File: config.mk
export PLATFORM = sky130hd
export DESIGN_NAME = result_uart_tx
export DESIGN_NICKNAME = d
export VERILOG_FILES = /design/src/rtl/uart_pkg.sv /design/src/rtl/uart_baud_tick.sv /design/src/rtl/result_uart_tx.sv
export SDC_FILE = /design/constraint.sdc
export NUM_CORES = 1
export LEC_CHECK = 0
export BUFFER_PORTS_ARGS = -buffer_cell sky130_fd_sc_hd__buf_4
export CORE_MARGIN = 8
export CORE_UTILIZATION = 62
export DETAILED_ROUTE_END_ITERATION = 12
export PLACE_DENSITY = 0.95
export SYNTH_ARGS = -nofsm -noshare
export SYNTH_HDL_FRONTEND = slang
export SYNTH_HIERARCHICAL = 1
export SYNTH_SLANG_ARGS = --single-unit
File: constraint.sdc
create_clock -name clk -period 4.3 [get_ports clk]
set_clock_uncertainty 0.05 [all_clocks]
set_input_delay 0.43 -clock clk [delete_from_list [all_inputs] [get_ports clk]]
set_output_delay 0.43 -clock clk [all_outputs]
set_load 0.1 [all_outputs]
File: src/rtl/uart_pkg.sv
// Shared definitions for the result UART transmitter: frame constants and
// the FSM state encoding used by result_uart_tx.
package uart_pkg;

  localparam int   DATA_W      = 8;
  localparam logic IDLE_LEVEL  = 1'b1;
  localparam logic START_LEVEL = 1'b0;

  typedef logic [2:0] uart_state_t;

  localparam uart_state_t IDLE   = 3'd0;
  localparam uart_state_t START  = 3'd1;
  localparam uart_state_t DATA   = 3'd2;
  localparam uart_state_t PARITY = 3'd3;
  localparam uart_state_t STOP   = 3'd4;

endpackage

File: src/rtl/uart_baud_tick.sv
// Bit-period timer: counts 0..CLKS_PER_BIT-1 while enabled and flags the
// terminal-count cycle so the FSM can advance exactly once per bit.
module uart_baud_tick #(
  parameter int CLKS_PER_BIT = 434
) (
  input  logic clk,
  input  logic rst_n,
  input  logic clr,
  input  logic en,
  output logic tick
);

  localparam int CNT_W = (CLKS_PER_BIT > 2) ? $clog2(CLKS_PER_BIT) : 1;
  localparam logic [CNT_W-1:0] CNT_LAST = CNT_W'(CLKS_PER_BIT - 1);

  logic [CNT_W-1:0] cnt_reg;
  logic [CNT_W-1:0] cnt_next;
  logic             at_last;

  assign at_last = (cnt_reg == CNT_LAST);
  assign tick    = en && at_last;

  always_comb begin
    cnt_next = cnt_reg;
    if (clr) begin
      cnt_next = '0;
    end else if (en) begin
      cnt_next = at_last ? '0 : cnt_reg + CNT_W'(1);
    end
  end

  always_ff @(posedge clk or negedge rst_n) begin
    if (!rst_n) begin
      cnt_reg <= '0;
    end else begin
      cnt_reg <= cnt_next;
    end
  end

endmodule

File: src/rtl/result_uart_tx.sv
// Serialises the adder result as a UART frame: start, 8 data bits LSB first,
// optional parity, then 1 or 2 stop bits. Valid/ready input handshake.
module result_uart_tx
  import uart_pkg::*;
#(
  parameter int CLKS_PER_BIT = 434,
  parameter int PARITY_EN    = 0,
  parameter int PARITY_ODD   = 0,
  parameter int STOP_BITS    = 1
) (
  input  logic              clk,
  input  logic              rst_n,
  input  logic [DATA_W-1:0] data_in,
  input  logic              data_valid,
  output logic              data_ready,
  output logic              tx,
  output logic              busy
);

  if (CLKS_PER_BIT < 2) begin : g_bad_clks_per_bit
    $error("result_uart_tx: CLKS_PER_BIT must be at least 2");
  end
  if ((STOP_BITS != 1) && (STOP_BITS != 2)) begin : g_bad_stop_bits
    $error("result_uart_tx: STOP_BITS must be 1 or 2");
  end

  localparam logic            PAR_EN    = (PARITY_EN != 0);
  localparam logic            PAR_ODD   = (PARITY_ODD != 0);
  localparam logic            STOP_LAST = (STOP_BITS == 2);
  localparam logic [2:0]      BIT_LAST  = 3'(DATA_W - 1);

  uart_state_t       state_reg,    state_next;
  logic [DATA_W-1:0] shift_reg,    shift_next;
  logic [2:0]        bit_idx_reg,  bit_idx_next;
  logic              stop_idx_reg, stop_idx_next;
  logic              parity_reg,   parity_next;
  logic              tx_reg,       tx_next;
  logic              busy_reg,     busy_next;

  logic accept;
  logic bit_tick;
  logic parity_in;

  assign data_ready = (state_reg == IDLE);
  assign accept     = data_valid && data_ready;
  assign tx         = tx_reg;
  assign busy       = busy_reg;

  // Parity is taken from the byte as accepted, since the shifter discards it.
  assign parity_in = (^data_in) ^ PAR_ODD;

  uart_baud_tick #(
    .CLKS_PER_BIT(CLKS_PER_BIT)
  ) u_baud (
    .clk   (clk),
    .rst_n (rst_n),
    .clr   (accept),
    .en    (busy_reg),
    .tick  (bit_tick)
  );

  // tx_next always carries the level of the bit that starts at the next edge,
  // so the line is a plain flop output.
  always_comb begin
    state_next    = state_reg;
    shift_next    = shift_reg;
    bit_idx_next  = bit_idx_reg;
    stop_idx_next = stop_idx_reg;
    parity_next   = parity_reg;
    tx_next       = tx_reg;
    busy_next     = busy_reg;

    case (state_reg)
      IDLE: begin
        tx_next = IDLE_LEVEL;
        if (accept) begin
          state_next    = START;
          shift_next    = data_in;
          parity_next   = parity_in;
          bit_idx_next  = 3'd0;
          stop_idx_next = 1'b0;
          tx_next       = START_LEVEL;
          busy_next     = 1'b1;
        end
      end

      START: begin
        if (bit_tick) begin
          state_next = DATA;
          tx_next    = shift_reg[0];
        end
      end

      DATA: begin
        if (bit_tick) begin
          shift_next = {1'b0, shift_reg[DATA_W-1:1]};
          if (bit_idx_reg == BIT_LAST) begin
            if (PAR_EN) begin
              state_next = PARITY;
              tx_next    = parity_reg;
            end else begin
              state_next = STOP;
              tx_next    = IDLE_LEVEL;
            end
          end else begin
            bit_idx_next = bit_idx_reg + 3'd1;
            tx_next      = shift_reg[1];
          end
        end
      end

      PARITY: begin
        if (bit_tick) begin
          state_next = STOP;
          tx_next    = IDLE_LEVEL;
        end
      end

      STOP: begin
        tx_next = IDLE_LEVEL;
        if (bit_tick) begin
          if (stop_idx_reg == STOP_LAST) begin
            state_next = IDLE;
            busy_next  = 1'b0;
          end else begin
            stop_idx_next = stop_idx_reg + 1'b1;
          end
        end
      end

      default: begin
        state_next = IDLE;
        tx_next    = IDLE_LEVEL;
        busy_next  = 1'b0;
      end
    endcase
  end

  always_ff @(posedge clk or negedge rst_n) begin
    if (!rst_n) begin
      state_reg    <= IDLE;
      shift_reg    <= '0;
      bit_idx_reg  <= 3'd0;
      stop_idx_reg <= 1'b0;
      parity_reg   <= 1'b0;
      tx_reg       <= IDLE_LEVEL;
      busy_reg     <= 1'b0;
    end else begin
      state_reg    <= state_next;
      shift_reg    <= shift_next;
      bit_idx_reg  <= bit_idx_next;
      stop_idx_reg <= stop_idx_next;
      parity_reg   <= parity_next;
      tx_reg       <= tx_next;
      busy_reg     <= busy_next;
    end
  end

endmodule
==> metrics.cfg, run 1 <==
[placed_design]
routabilityCongestion=0.9182
placed_area_mm2=0.001486
hpwlAfterDp_um=1903
pre_cts_slack_ps=1992
io_buffers=13

[sta]
holdWs_ps=384.1
timing.final.ws_setup_ps=1949
fin_crit_sh_pct=54.67
drv_slew=0
finalSetupTns_ps=0
period_needed_ps=2351
hold_viol=0
setup_viol=0
relSlewSlack_pct=60.18
rsz0062_at_grt=no
tightest_slew_ps=597.4
fmax_mhz=425.4

[yosys]
synth_top_area_cell=dfrtp_1
synthArstFlopShare_pct=100.0
synth_nets=138
synth.avg_cell_area_um2=11.26
synthMuxAreaShare_pct=13.82
synth_ff_type=dfrtp_1
synth_area_mm2=0.001385
synth_top_area_share_pct=43.36
synth.yosys.seq_area_share_pct=45.26
synth.distinct_cells=39
ys_top_cells_by_count=dfrtp_1 (24), mux2_2 (17), nor2_1 (7)
yosys-top-cells-area=dfrtp_1 (43%), mux2_2 (14%), ha_1 (3.6%), nor2_2 (2.3%), nor3_1 (2.2%)
synth_compound_area_share_pct=9.756
synth_most_common_cell=dfrtp_1
ys_ff_latch=25
synth_top_family_by_area=simple AND/OR/NAND/NOR gates
synth_edf_count=0
yosys_warnings=6
yosys.area_share.xor_xnor_pct=3.162
postSynthCellCount=123
synthAdderAreaFrac_pct=3.613
synthSimpleGateAreaFrac_pct=21.86

[detailed_routing]
first_pass_iters=4
routed-via-count=968
drtIter0Drc=26
drc=0
ant_nets=0
wl_per_cell_um=15.67
wirelength_um=2570
vias_per_cell=5.902

[cts]
clock_latency_ps=320
cts_setup_buffers=0
clock_path_buffers=2
root_buffer=clkbuf_4
clock_sinks=25
cts_made_buffers=3
htree_levels=1
path_clk_slew_ps=140
cts_tree=yes

[critical_path]
cp-start-kind=flop
required_ps=4460
end_kind=flop
crit_type=flop to flop
crit_arrival_ps=2510
critPathMaxFanout=11

[power_and_ir_drop]
cellLeakagePower_uw=0.0006426
p_per_area_mw_per_mm2=386.4
vdd_drop_max_uv=267.6

[die]
core_mm2=0.002170
start_util_pct=63.84
die_w_um=63.27
die_area_mm2=0.004002
row_count=17
ioPinCount=14
die_y_um=63.27

[finish]
fill_cells=175
diodes=0
regArea_um2=626.9
nets=152
largest_reg_flops=9
finalInstanceArea_mm2=0.001523
drive_gt1_share_pct=35.29
syn2layout_area_growth_pct=9.937
multi_input_area_um2=723.2

[global_routing]
grt_first_pass_wirelength_um=4636
grt_use_total_pct=13.97
grt_max_degree=26
grt-ovfl-total=0
antenna_found_initial=0
grt_pass1_vias=1095

[run]
cap_violations=0

[outcome]
outcome=finished, final reports clean

[hold_path]
min_path_type=primary input to flop

[area by class of cell]
cell class	instances	share of cell area, %
Multi-Input combinational cell	92	47.49
Timing Repair Buffer	14	7.067
Tap cell	28	2.301
Sequential cell	25	41.17
Clock buffer	4	1.726
Inverter	1	0.2465
[metal layers]
layer / global-route usage [%] / vias to the layer above / part of all wire, %
li1: - / 464 / -
met1: 14.65 / 478 / 43
met2: 25.99 / 18 / 51
met3: 3.357 / 8 / 3.6
met4: 5.571 / 0 / 2.5
met5: 0 / - / 0
[cell families after synthesis]
kind of cell / count (synthesis)
fa+ha+maj: 4
xor+xnor: 5
mux: 17
buf+inv: 6
simple gates: 46
compound gates: 20
flops: 25
[power breakdown]
part           total [uW]  internal, uW  leakage, uW  switching (uW)
logic                 148          74.0     0.000326            74.5
clock network         105          36.3    0.0000150            68.7
registers             335           279     0.000301            56.2
total                 588           389     0.000643             199
[cells in the final DEF, fill, tap and decap left out, types with 2 or more instances in the layout]
cell,Yosys,final
a22o_1,3,3
nor2_2,5,5
nand2_1,6,6
mux2_2,17,17
nand3b_1,4,4
clkbuf_4,0,3
nand4_1,2,2
dfrtp_1,24,24
nor3_1,6,6
ha_1,4,4
xor2_1,2,2
buf_4,1,13
xnor2_1,3,3
a21oi_1,5,5
or2_2,2,2
o21ai_0,4,4
nand3_1,2,2
nor2_1,7,7
o21ai_1,3,3
nand2b_1,2,2
[repair_timing]
item	CTS	global route
gates resized for setup	0	0
endpoints found under the hold margin	24	0
hold buffers	1	0
endpoints found under the setup margin	0	0
[worst max-delay path, stage by stage, from the launching register on]
cell and delay [ps]:
dfrtp_1 440, inv_1 90, ha_1 140, and4b_1 260, and3_4 260, nand2_1 100
a211oi_4 500, mux2_2 390
[stage by stage]
step | instances | power (uW) | utilization [%]
after floorplan | 123 | 440.3 | -
after global placement | 159 | 473.6 | 68.51
after detailed placement | 159 | 487.1 | 68.51
after CTS | 164 | 592.8 | 70.18
after global routing | 164 | 623.3 | 70.18
final | 164 | 588.4 | 70.18
[path summary, 6_finish.rpt]
| path | from | cells after the start | end | slack, ps |
|---|---|---|---|---|
| min reg2reg | shift_reg[2] | 1 | shift_reg[2] | 470 |
| min | data_valid | 3 | busy | 380 |
| min in group asynchronous | rst_n | 2 | u_baud/cnt_reg[2] | 480 |
| max in group asynchronous | rst_n | 2 | tx | 3430 |
| max reg2reg | u_baud/cnt_reg[1] | 7 | shift_reg[4] | 1950 |
| max | u_baud/cnt_reg[1] | 7 | shift_reg[4] | 1950 |
No activity file was read; power rests on OpenSTA's default activity.
==> run 2: changes to the inputs <==
Settings changed: CORE_UTILIZATION 62 to 52, PLACE_DENSITY 0.95 to 0.86.
Clock period 4.3 ns to 2 ns, I/O delays scaled along.
==> metrics.cfg, run 2 (synthesis gave the netlist of run 1 again) <==
[detailed_routing]
ant_nets=0  ; unchanged
routed-via-count=1014  ; +4.8%
first_pass_iters=4  ; unchanged
wirelength_um=2773  ; +7.9%
drtIter0Drc=43  ; +65%
wl_per_cell_um=15.24  ; -2.8%
drc=0  ; unchanged
vias_per_cell=5.571  ; -5.6%

[run]
cap_violations=0  ; unchanged

[sta]
fmax_mhz=496.9  ; +17%
holdWs_ps=158.0  ; -226.0 ps
setup_viol=2  ; +2
timing.final.ws_setup_ps=-12.59  ; -1962 ps
tightest_slew_ps=330.5  ; -266.8 ps
drv_slew=0  ; unchanged
finalSetupTns_ps=-14.76  ; -14.76 ps
relSlewSlack_pct=77.79  ; +18 points
period_needed_ps=2013  ; -338.3 ps
fin_crit_sh_pct=100.6  ; +46 points
hold_viol=0  ; unchanged
rsz0062_at_grt=yes

[die]
core_mm2=0.002500  ; +15%
die_w_um=67.61  ; +6.9%
row_count=18  ; +1
ioPinCount=14  ; unchanged
start_util_pct=55.41  ; -8.4 points
die_area_mm2=0.004571  ; +14%
die_y_um=67.61  ; +6.9%

[critical_path]
cp_top_family=simple AND/OR/NAND/NOR gates
reg2regPathDepth=8  ; +1
cp.depth=8  ; +1
path_cells=inv_2 -> ha_4 -> and4b_1 -> and3_4 -> nand2_4 -> a211oi_4 -> buf_6 -> mux2_2
cp_slowest_cell=dfrtp_1
cp_num_buf_inv=2  ; +1
critPathMaxFanout=8  ; -3
crit_arrival_ps=2170  ; -340 ps
crit_type=flop to flop
max_stage_delay_ps=410  ; -90 ps
required_ps=2160  ; -2300 ps
reg2reg_slack_ps=-10  ; -1960 ps
end_kind=flop
cp-start-kind=flop

[outcome]
outcome=complete, but fails checks
violations=negative setup slack

[cts]
cts_tree=yes
root_buffer=clkbuf_4
clock_sinks=25  ; unchanged
clock_path_buffers=2  ; unchanged
clock_latency_ps=310  ; about the same
cts_made_buffers=3  ; unchanged
path_clk_slew_ps=120  ; -20 ps
htree_levels=1  ; unchanged

[placed_design]
pre_cts_slack_ps=-38.81  ; -2031 ps
routabilityCongestion=0.8410  ; -8.4%
io_buffers=13  ; unchanged
hpwlAfterDp_um=2073  ; +9.0%

[hold_path]
min_path_type=primary input to flop
whs_path_depth=3  ; unchanged

[power_and_ir_drop]
pwr-share-clk_pct=16.0  ; -1.9 points
cellLeakagePower_uw=0.0007511  ; +17%
combinationalPowerShare_pct=33.2  ; +8.0 points
p_seq_share_pct=50.8  ; -6.1 points
vdd_drop_max_uv=665.7  ; +150%
p_total_uw=1350  ; +130%
internal_power_uw=913.4  ; +130%
p_per_area_mw_per_mm2=796.0  ; +110%
swShare_pct=32.31  ; -1.6 points
power_switching_uw=436.1  ; +120%

[finish]
syn2layout_area_growth_pct=22.40
largest_reg_flops=9  ; unchanged
nets=168  ; +11%
fill_cells=182  ; +4.0%
diodes=0  ; unchanged
post-route-util_pct=67.82  ; -2.4 points
final_cell_mix=buf_4 (28), dfrtp_1 (23), mux2_2 (14), nor2_1 (7)
layout_commonest_cell=buf_4
drive_gt1_share_pct=45.39  ; +10 points

[global_routing]
grt_first_pass_wirelength_um=4650  ; +0.30%
grt_pass1_vias=1070  ; -2.3%
grt_use_total_pct=13.12  ; -0.85 points
antenna_found_initial=0  ; unchanged
grt-ovfl-total=0  ; unchanged
grt_max_degree=26  ; unchanged

## run 2: stage by stage
stage	cells	cell area, um2
after floorplan	123	1415
after global placement	173	1605
after detailed placement	173	1605
after CTS	180	1660
after global routing	182	1695
final	182	1695
## run 2: worst paths after layout
path                              startpoint           endpoint
max                        u_baud/cnt_reg[1]       shift_reg[2]
min                               data_valid               busy
max reg2reg                u_baud/cnt_reg[1]       shift_reg[2]
min reg2reg                     shift_reg[6]       shift_reg[6]
max in group asynchronous              rst_n                 tx
min in group asynchronous              rst_n  u_baud/cnt_reg[3]
## run 2: repair_timing
action	in CTS	in global routing
resized for setup	1	5
hold endpoints to repair	25	0
hold buffers	1	0
endpoints found under the setup margin	8	10
setup buffers	2	2
## run 2: layout make-up
| type | instances | area [um2] | area share (%) |
|---|---|---|---|
| Inverter | 1 | 3.754 | 0.2214 |
| Tap cell | 30 | 37.54 | 2.214 |
| Timing Repair Buffer | 30 | 231.5 | 13.65 |
| Clock buffer | 4 | 26.28 | 1.550 |
| Sequential cell | 25 | 630.6 | 37.20 |
| Multi-Input combinational cell | 92 | 765.7 | 45.17 |
## run 2: worst reg2reg max path, delay by kind of cell (launching register included)
family	cells	cell delay [ps]
AND/OR/NAND/NOR	3	520
flip-flops	1	410
multiplexers	1	350
buffers and inverters	2	260
AO/OA/AOI/OAI	1	200
adder cells (fa/ha/maj)	1	130
## run 2: power groups by stage
stage | logic, uW | registers, uW | clock network (uW)
6_report | 449 | 685 | 216
3_3_place_gp | 392 | 684 | 0
3_5_place_dp | 412 | 692 | 0
5_1_grt | 494 | 698 | 241
4_1_cts | 430 | 681 | 221
2_1_floorplan | 233 | 715 | 0
## run 2: routing by layer
metal  GRT usage [%]  routed length (um)
met5               0                   0
met3           2.815                 121
met4           6.789                  51
met2           22.96                1438
met1           14.58                1161
==> run 3: changes to the inputs <==
Settings changed: CORE_UTILIZATION 52 to 57, PLACE_DENSITY 0.86 to 0.89.
Clock period 2 ns to 2.05 ns, I/O delays scaled along.
==> metrics.cfg, run 3 (synthesis gave the netlist of run 1 again) <==
[outcome]
outcome=finished, final reports clean

[power_and_ir_drop]
p_total_uw=1278  ; -5.3%
p_per_area_mw_per_mm2=773.7  ; -2.8%
vdd_drop_max_uv=509.3  ; -23%
internal_power_uw=854.7  ; -6.4%
power_switching_uw=423.1  ; -3.0%
combinationalPowerShare_pct=30.3  ; -2.9 points
cellLeakagePower_uw=0.0007134  ; -5.0%
pwr-share-clk_pct=17.4  ; +1.4 points
swShare_pct=33.11  ; +0.80 points
p_seq_share_pct=52.3  ; +1.5 points

[global_routing]
grtUsageMet1_pct=16.58  ; +2.0 points
grt-ovfl-total=0  ; unchanged
grt_first_pass_wirelength_um=4892  ; +5.2%
grt_pass1_vias=1083  ; +1.2%
grt_use_total_pct=14.36  ; +1.2 points
grt-busiest-layer=met2
grt_max_degree=26  ; unchanged
use_met3_pct=3.231  ; +0.42 points
grtUsageMet2_pct=24.35  ; +1.4 points
antenna_found_initial=0  ; unchanged

[sta]
tightest_slew_ps=352.9  ; +22.39 ps
fmax_mhz=490.9  ; -1.2%
timing.final.ws_setup_ps=12.77  ; +25.36 ps
rsz0062_at_grt=yes
drv_slew=0  ; unchanged
relSlewSlack_pct=76.29  ; -1.5 points
period_needed_ps=2037  ; +24.64 ps
setup_viol=0  ; -2
holdWs_ps=176.5  ; +18.50 ps
hold_viol=0  ; unchanged
fin_crit_sh_pct=99.38  ; -1.3 points

[detailed_routing]
wirelength_um=2829  ; +2.0%
wl_per_cell_um=15.98  ; +4.9%
ant_nets=0  ; unchanged
first_pass_iters=4  ; unchanged
drc=0  ; unchanged
vias_per_cell=5.757  ; +3.3%
drtIter0Drc=38  ; -12%
routed-via-count=1019  ; +0.49%

[finish]
syn2layout_area_growth_pct=19.24
largest_reg_flops=9  ; unchanged
post-route-util_pct=69.18  ; +1.4 points
drive_gt1_share_pct=43.54  ; -1.9 points
nets=163  ; -3.0%
diodes=0  ; unchanged
final_cell_mix=dfrtp_1 (23), buf_4 (23), mux2_2 (14), nor2_1 (7)

[critical_path]
crit_type=flop to flop
cp_slowest_cell=dfrtp_1
cp_num_buf_inv=1  ; -1
path_cells=nor4bb_4 -> and3_4 -> nand2_2 -> a211oi_4 -> buf_12 -> mux2_2
crit_arrival_ps=2210  ; +40 ps
critPathMaxFanout=8  ; unchanged
max_stage_delay_ps=440  ; +30 ps
cp_top_family=simple AND/OR/NAND/NOR gates
end_kind=flop
cp-start-kind=flop
required_ps=2220  ; +60 ps

[die]
die_y_um=65.30  ; -3.4%
die_w_um=65.30  ; -3.4%
ioPinCount=14  ; unchanged
row_count=18  ; unchanged
core_mm2=0.002387  ; -4.5%
start_util_pct=58.02  ; +2.6 points
die_area_mm2=0.004263  ; -6.7%

[placed_design]
pre_cts_slack_ps=24.63  ; +63.44 ps
io_buffers=13  ; unchanged
routabilityCongestion=0.8412  ; about the same
hpwlAfterDp_um=2128  ; +2.6%

[cts]
cts_made_buffers=3  ; unchanged
clock_path_buffers=2  ; unchanged
path_clk_slew_ps=140  ; +20 ps
clock_latency_ps=330  ; +20 ps
cts_tree=yes
htree_levels=1  ; unchanged
root_buffer=clkbuf_4
clock_sinks=25  ; unchanged

[run]
cap_violations=0  ; unchanged

[hold_path]
min_path_type=primary input to flop

==> run 3: final timing paths <==
path	start	endpoint	slack, ps	cells after the start
max reg2reg	u_baud/cnt_reg[2]	shift_reg[7]	10	6
max in group asynchronous	rst_n	tx	1420	2
min in group asynchronous	rst_n	u_baud/cnt_reg[3]	250	2
min	data_in[1]	shift_reg[1]	180	3
max	u_baud/cnt_reg[2]	shift_reg[7]	10	6
min reg2reg	shift_reg[4]	shift_reg[4]	470	1
==> run 3: cell type report <==
type,count,area [um2]
Multi-Input combinational cell,92,749.5
Fill cell,184,735.7
Inverter,1,3.754
Tap cell,30,37.54
Timing Repair Buffer,25,202.7
Sequential cell,25,630.6
Clock inverter,1,5.005
Clock buffer,3,22.52
==> run 3: through the flow <==
step,cells,cell area (um2),TNS (ps)
final,177,1652,0
after global routing,177,1652,-330.8
after CTS,176,1640,0
after detailed placement,171,1602,0
after global placement,171,1602,0
after floorplan,123,1414,-234.1
==> run 3: power groups by stage <==
stage          registers [uW]  clock network, uW  logic [uW]
2_1_floorplan             698                  0         229
3_3_place_gp              671                  0         366
3_5_place_dp              678                  0         385
4_1_cts                   667                231         388
5_1_grt                   679                248         432
6_report                  669                222         387
==> run 3: worst register-to-register path, cell delays in order, from the launching register on <==
cell and delay (ps):
dfrtp_1 440, nor4bb_4 380, and3_4 260, nand2_2 70
a211oi_4 240, buf_12 160, mux2_2 330
==> run 3: timing repair <==
| item | 4_1_cts | 5_1_grt |
|---|---|---|
| gates resized for setup | 1 | 1 |
| endpoints found under the hold margin | 25 | 0 |
| setup buffers | 0 | 1 |
| cloned | 0 | 0 |
| setup endpoints to repair | 1 | 8 |
| pin swaps | 1 | 0 |
| hold buffers | 1 | 0 |
==> run 3: per-layer routing <==
metal	part of all wire, %	vias to the layer above	wire [um]
met5	0	-	0
met3	4.5	7	127
li1	-	490	-
met1	42	489	1175
met2	51	33	1449
met4	2.7	0	76
